File: src/rtl/vram_arbiter.sv
// Two-master round-robin arbiter for the single framebuffer access port.
// One transaction in flight, registered slave/master outputs, optional ack timeout.
module vram_arbiter #(
   parameter int ADDR_W         = 24,
   parameter int DATA_W         = 16,
   parameter int TIMEOUT_CYCLES = 1023
) (
   input  logic              clk,
   input  logic              reset_n_i,

   input  logic              m0_sel_i,
   input  logic              m0_wr_i,
   input  logic [3:0]        m0_mask_i,
   input  logic [ADDR_W-1:0] m0_addr_i,
   input  logic [DATA_W-1:0] m0_data_i,
   output logic [DATA_W-1:0] m0_data_o,
   output logic              m0_ack_o,

   input  logic              m1_sel_i,
   input  logic              m1_wr_i,
   input  logic [3:0]        m1_mask_i,
   input  logic [ADDR_W-1:0] m1_addr_i,
   input  logic [DATA_W-1:0] m1_data_i,
   output logic [DATA_W-1:0] m1_data_o,
   output logic              m1_ack_o,

   output logic              s_sel_o,
   output logic              s_wr_o,
   output logic [3:0]        s_mask_o,
   output logic [ADDR_W-1:0] s_addr_o,
   output logic [DATA_W-1:0] s_data_o,
   input  logic [DATA_W-1:0] s_data_i,
   input  logic              s_ack_i,

   output logic [1:0]        grant_o,
   output logic              timeout_o
);

   localparam int CNT_W = (TIMEOUT_CYCLES > 0) ? $clog2(TIMEOUT_CYCLES + 1) : 1;
   localparam logic [CNT_W-1:0] CNT_LAST = (TIMEOUT_CYCLES > 0) ? CNT_W'(TIMEOUT_CYCLES - 1) : '0;

   typedef enum logic [1:0] {
      ST_IDLE,
      ST_BUSY,
      ST_RELEASE
   } state_t;

   state_t           r_state;
   logic             r_last;   // 0 = M0 granted last, 1 = M1 granted last
   logic             r_owner;
   logic [CNT_W-1:0] r_cnt;

   logic w_any;
   logic w_win;
   logic w_timeout_hit;

   assign w_any         = m0_sel_i | m1_sel_i;
   // On a tie the requester not served last wins; a lone requester always wins.
   assign w_win         = (m0_sel_i & m1_sel_i) ? ~r_last : m1_sel_i;
   assign w_timeout_hit = (TIMEOUT_CYCLES != 0) && (r_cnt == CNT_LAST);

   // NOTE: all state and outputs update with non-blocking assignments so every
   // read in this block sees the pre-edge value, exactly like the flops it models.
   always_ff @(posedge clk or negedge reset_n_i) begin
      if (!reset_n_i) begin
         r_state   <= ST_IDLE;
         r_last    <= 1'b1;
         r_owner   <= 1'b0;
         r_cnt     <= '0;
         s_sel_o   <= 1'b0;
         s_wr_o    <= 1'b0;
         s_mask_o  <= '0;
         s_addr_o  <= '0;
         s_data_o  <= '0;
         grant_o   <= '0;
         timeout_o <= 1'b0;
         m0_ack_o  <= 1'b0;
         m1_ack_o  <= 1'b0;
         m0_data_o <= '0;
         m1_data_o <= '0;
      end else begin
         m0_ack_o <= 1'b0;
         m1_ack_o <= 1'b0;

         case (r_state)
            ST_IDLE: begin
               if (w_any) begin
                  r_owner  <= w_win;
                  s_sel_o  <= 1'b1;
                  s_wr_o   <= w_win ? m1_wr_i   : m0_wr_i;
                  s_mask_o <= w_win ? m1_mask_i : m0_mask_i;
                  s_addr_o <= w_win ? m1_addr_i : m0_addr_i;
                  s_data_o <= w_win ? m1_data_i : m0_data_i;
                  grant_o  <= w_win ? 2'b10 : 2'b01;
                  r_cnt    <= '0;
                  r_state  <= ST_BUSY;
               end
            end

            ST_BUSY: begin
               if (s_ack_i) begin
                  s_sel_o <= 1'b0;
                  if (r_owner) begin
                     m1_ack_o  <= 1'b1;
                     m1_data_o <= s_data_i;
                  end else begin
                     m0_ack_o  <= 1'b1;
                     m0_data_o <= s_data_i;
                  end
                  r_state <= ST_RELEASE;
               end else if (w_timeout_hit) begin
                  s_sel_o   <= 1'b0;
                  timeout_o <= 1'b1;
                  if (r_owner) begin
                     m1_ack_o  <= 1'b1;
                     m1_data_o <= '0;
                  end else begin
                     m0_ack_o  <= 1'b1;
                     m0_data_o <= '0;
                  end
                  r_state <= ST_RELEASE;
               end else if (r_cnt != '1) begin
                  r_cnt <= r_cnt + CNT_W'(1);
               end
            end

            ST_RELEASE: begin
               grant_o <= '0;
               r_last  <= r_owner;
               r_state <= ST_IDLE;
            end

            default: r_state <= ST_IDLE;
         endcase
      end
   end

endmodule

File: config.mk
export PLATFORM = sky130hd
export DESIGN_NAME = vram_arbiter
export DESIGN_NICKNAME = d
export VERILOG_FILES = /design/src/rtl/vram_arbiter.sv
export SDC_FILE = /design/constraint.sdc
export NUM_CORES = 1
export LEC_CHECK = 0
export ABC_AREA = 1
export CAP_MARGIN = 20
export CORE_MARGIN = 4
export CORE_UTILIZATION = 39
export CTS_CLUSTER_DIAMETER = 40
export DETAILED_ROUTE_END_ITERATION = 10
export PLACE_DENSITY_LB_ADDON = 0.2
export SLEW_MARGIN = 20
export SYNTH_ARGS = -nofsm -noshare
export SYNTH_HDL_FRONTEND = slang
export SYNTH_SLANG_ARGS = --single-unit
File: constraint.sdc
create_clock -name clk -period 1.4 [get_ports clk]
set_clock_uncertainty 0.1 [all_clocks]
set_input_delay 0.35 -clock clk [delete_from_list [all_inputs] [get_ports clk]]
set_output_delay 0.35 -clock clk [all_outputs]
set_load 0.03 [all_outputs]
==> metrics.txt <==
Die Ht 115.8 µm; Required @ worst endpoint approximately 1.5 ns; nets@finish ~860; gr ovfl total 0; Mapped Area approximately 0.0045 mm²; Fillers ~900; Starting Density 39.84%; synth unique cells 28; WS Path Type register to register; placed insts between 800 and 900; ANT nets after route 0; drt wl/cell around 17 µm; synthesis warning total 0; Ant. Diodes 0; initial antenna violation count 0; Final period util 123.2%; CTS tree built; CTS Root Cell clkbuf_16; GPL Wtd Cong between 0.8 and 0.9; Vias around 4,800; core outline area approximately 0.011 mm²; fin worst setup slack -0.3252 ns; number of synthesized register bits 97; Worst Path Max Fanout 6; fmax approximately 580 MHz; Die X 115.8 µm; minimum clock period between 1.5 and 2 ns; RSZ-0062 raised after global routing yes; Final Max Slew Viols 0; Mapped Cells about 510; detailed placement HPWL 10.06 mm; CTS Sinks 97; Die ar. between 0.01 and 0.015 mm²; largest net degree at the start of global routing 45; relative slew slack 71.82%; Syn Nets around 630; Critical Path Start Type register; Area after DPL between 0.006 and 0.007 mm²; Hold Path Class input port to register; register area share after synthesis between 50% and 60%; final wirelength around 15 mm; most frequent cells in the layout buf_4, clkdlybuf4s50_1, nand3_1, dfrtp_1, nand2_1; failing checks setup timing; kind of end point of the critical path register; max-cap violation count 0; Remaining DRCs 0; clk slew on worst S/H paths approximately 0.070 ns; mean post-synth cell area around 8.8 µm²; IO Pins about 190; P&R area growth vs syn 71.80%; Max clock buf depth 2; cells taking the most area after synthesis dfrtp_1, nand3_1, nand2_1; outcome complete, but fails checks; P_leak roughly 3.6 nW; cts bufs inserted 9; Final setup viols 48; Vias/cell 5.295; global-route wire length before repair 22.52 mm; cell taking the most area after synthesis dfrtp_1; row count 39; setup TNS -12.95 ns; Synth top area share 53.04%; share of layout cells above drive strength 1 between 30% and 40%; post-route insts no fill 899; Max IR drop VDD 1298 µV; final core utilization 68.44%; TritonRoute pass-1 iters 5; most common cell after layout, fill and taps aside buf_4; Finished Cell Area 0.007781 mm²; Initial DRC Count 316; Power Dens Cells 2220 mW/mm²; Fin Hold WS around 0.34 ns; clk_lat worst skew around 0.34 ns; input/output buffers 193; H-tree depth 3; Slew @ Worst Pin ~0.42 ns; final hold violations 0; Arr. time, crit path roughly 1.9 ns; number of global-route vias before repair between 4,000 and 5,000; GRT Util Overall between 20% and 30%
critical path: stages (launching register included):
cell	delay [ns]
dfrtp_1	0.41
inv_2	0.10
ha_4	0.14
nand3_4	0.09
nor2_4	0.09
nand2_2	0.08
nand2_4	0.12
nand3_4	0.17
clkbuf_16	0.22
nand2_2	0.05
o21ai_1	0.05
final cells by class:
class	instances	area [µm²]	share of cell area, %
inverter	19	78.83	1.013
timing repair buffer	263	2630	33.80
multi-input combinational	361	2138	27.48
sequential	97	2431	31.24
clock buffer	9	225.2	2.894
clock inverter	7	98.84	1.270
tap	143	178.9	2.299
per-stage QoR:
stage	power (mW)	setup slack [ns]
after floorplan	9.618	-0.1445
after CTS	16.14	-0.2460
after detailed placement	13.12	-0.3801
final	17.28	-0.3252
after global placement	12.96	-0.3472
after global routing	18.18	-0.4102
state kept, by name (all words and copies together), names as in the netlist:
register,count
s_addr_o,24
m0_ack_o,1
m1_ack_o,1
r_last,1
s_data_o,16
m1_data_o,16
r_owner,1
s_sel_o,1
r_cnt,10
timeout_o,1
s_wr_o,1
m0_data_o,16
s_mask_o,4
r_state,2
grant_o,2
power by group:
part / leakage, nW / switching (mW) / total, mW / internal (mW)
Combinational: 2.24 / 5.63 / 9.68 / 4.06
Clock: 0.157 / 1.11 / 2.70 / 1.58
Sequential: 1.23 / 0.888 / 4.89 / 4.01
cell usage after synthesis:
cell type  number
nand2_8         1
nand3_4         2
inv_1          17
nand2_2         3
clkbuf_1       20
o21bai_1        1
nand4_1        46
buf_1           5
nor2_1         11
xor2_1          1
inv_2           2
buf_6           6
o21ai_1        26
buf_2           7
ha_1            2
o21ai_0         3
or2_2           4
nand3_1       105
o21ai_2        12
a21oi_1         1
dfrtp_1        96
dfstp_2         1
nand2_4         3
nor3_1          1
buf_12          1
nor2_4          1
nand2_1       135
nor2_2          1
kinds of logic after synthesis:
family / Yosys count / share of synthesized area (%)
buffers and inverters: 58 / 6.353
AO/OA/AOI/OAI: 43 / 5.801
XOR/XNOR: 1 / 0.1934
adder cells (fa/ha/maj): 2 / 0.5524
AND/OR/NAND/NOR: 313 / 33.48
flip-flops: 97 / 53.62
final timing paths:
kind | to | slack, ns | start | depth (start not counted)
worst max-delay path | m0_data_o[0] | -0.33 | r_cnt[0] | 10
worst min-delay path | s_data_o[4] | 0.34 | m1_sel_i | 4
worst max register to register | m0_data_o[0] | -0.33 | r_cnt[0] | 10
worst min register to register | s_addr_o[9] | 0.40 | s_addr_o[9] | 2
max in group asynchronous | m0_data_o[15] | 0.34 | reset_n_i | 3
min in group asynchronous | s_data_o[4] | 0.36 | reset_n_i | 2
repair_timing:
item,4_1_cts,5_1_grt
endpoints found under the setup margin,93,93
hold buffers,1,0
cloned,2,10
gates resized for setup,28,83
setup buffers,5,5
endpoints found under the hold margin,19,0
pin swaps,9,7
per-layer routing:
| layer | share of wire [%] | GRT usage (%) | up-vias |
|---|---|---|---|
| li1 | - | - | 2233 |
| met1 | 40 | 27.19 | 2289 |
| met5 | 0 | 0 | - |
| met3 | 8.9 | 5.692 | 16 |
| met2 | 50 | 33.91 | 222 |
| met4 | 1.5 | 7.038 | 0 |
(Power assumes the default switching activity.)
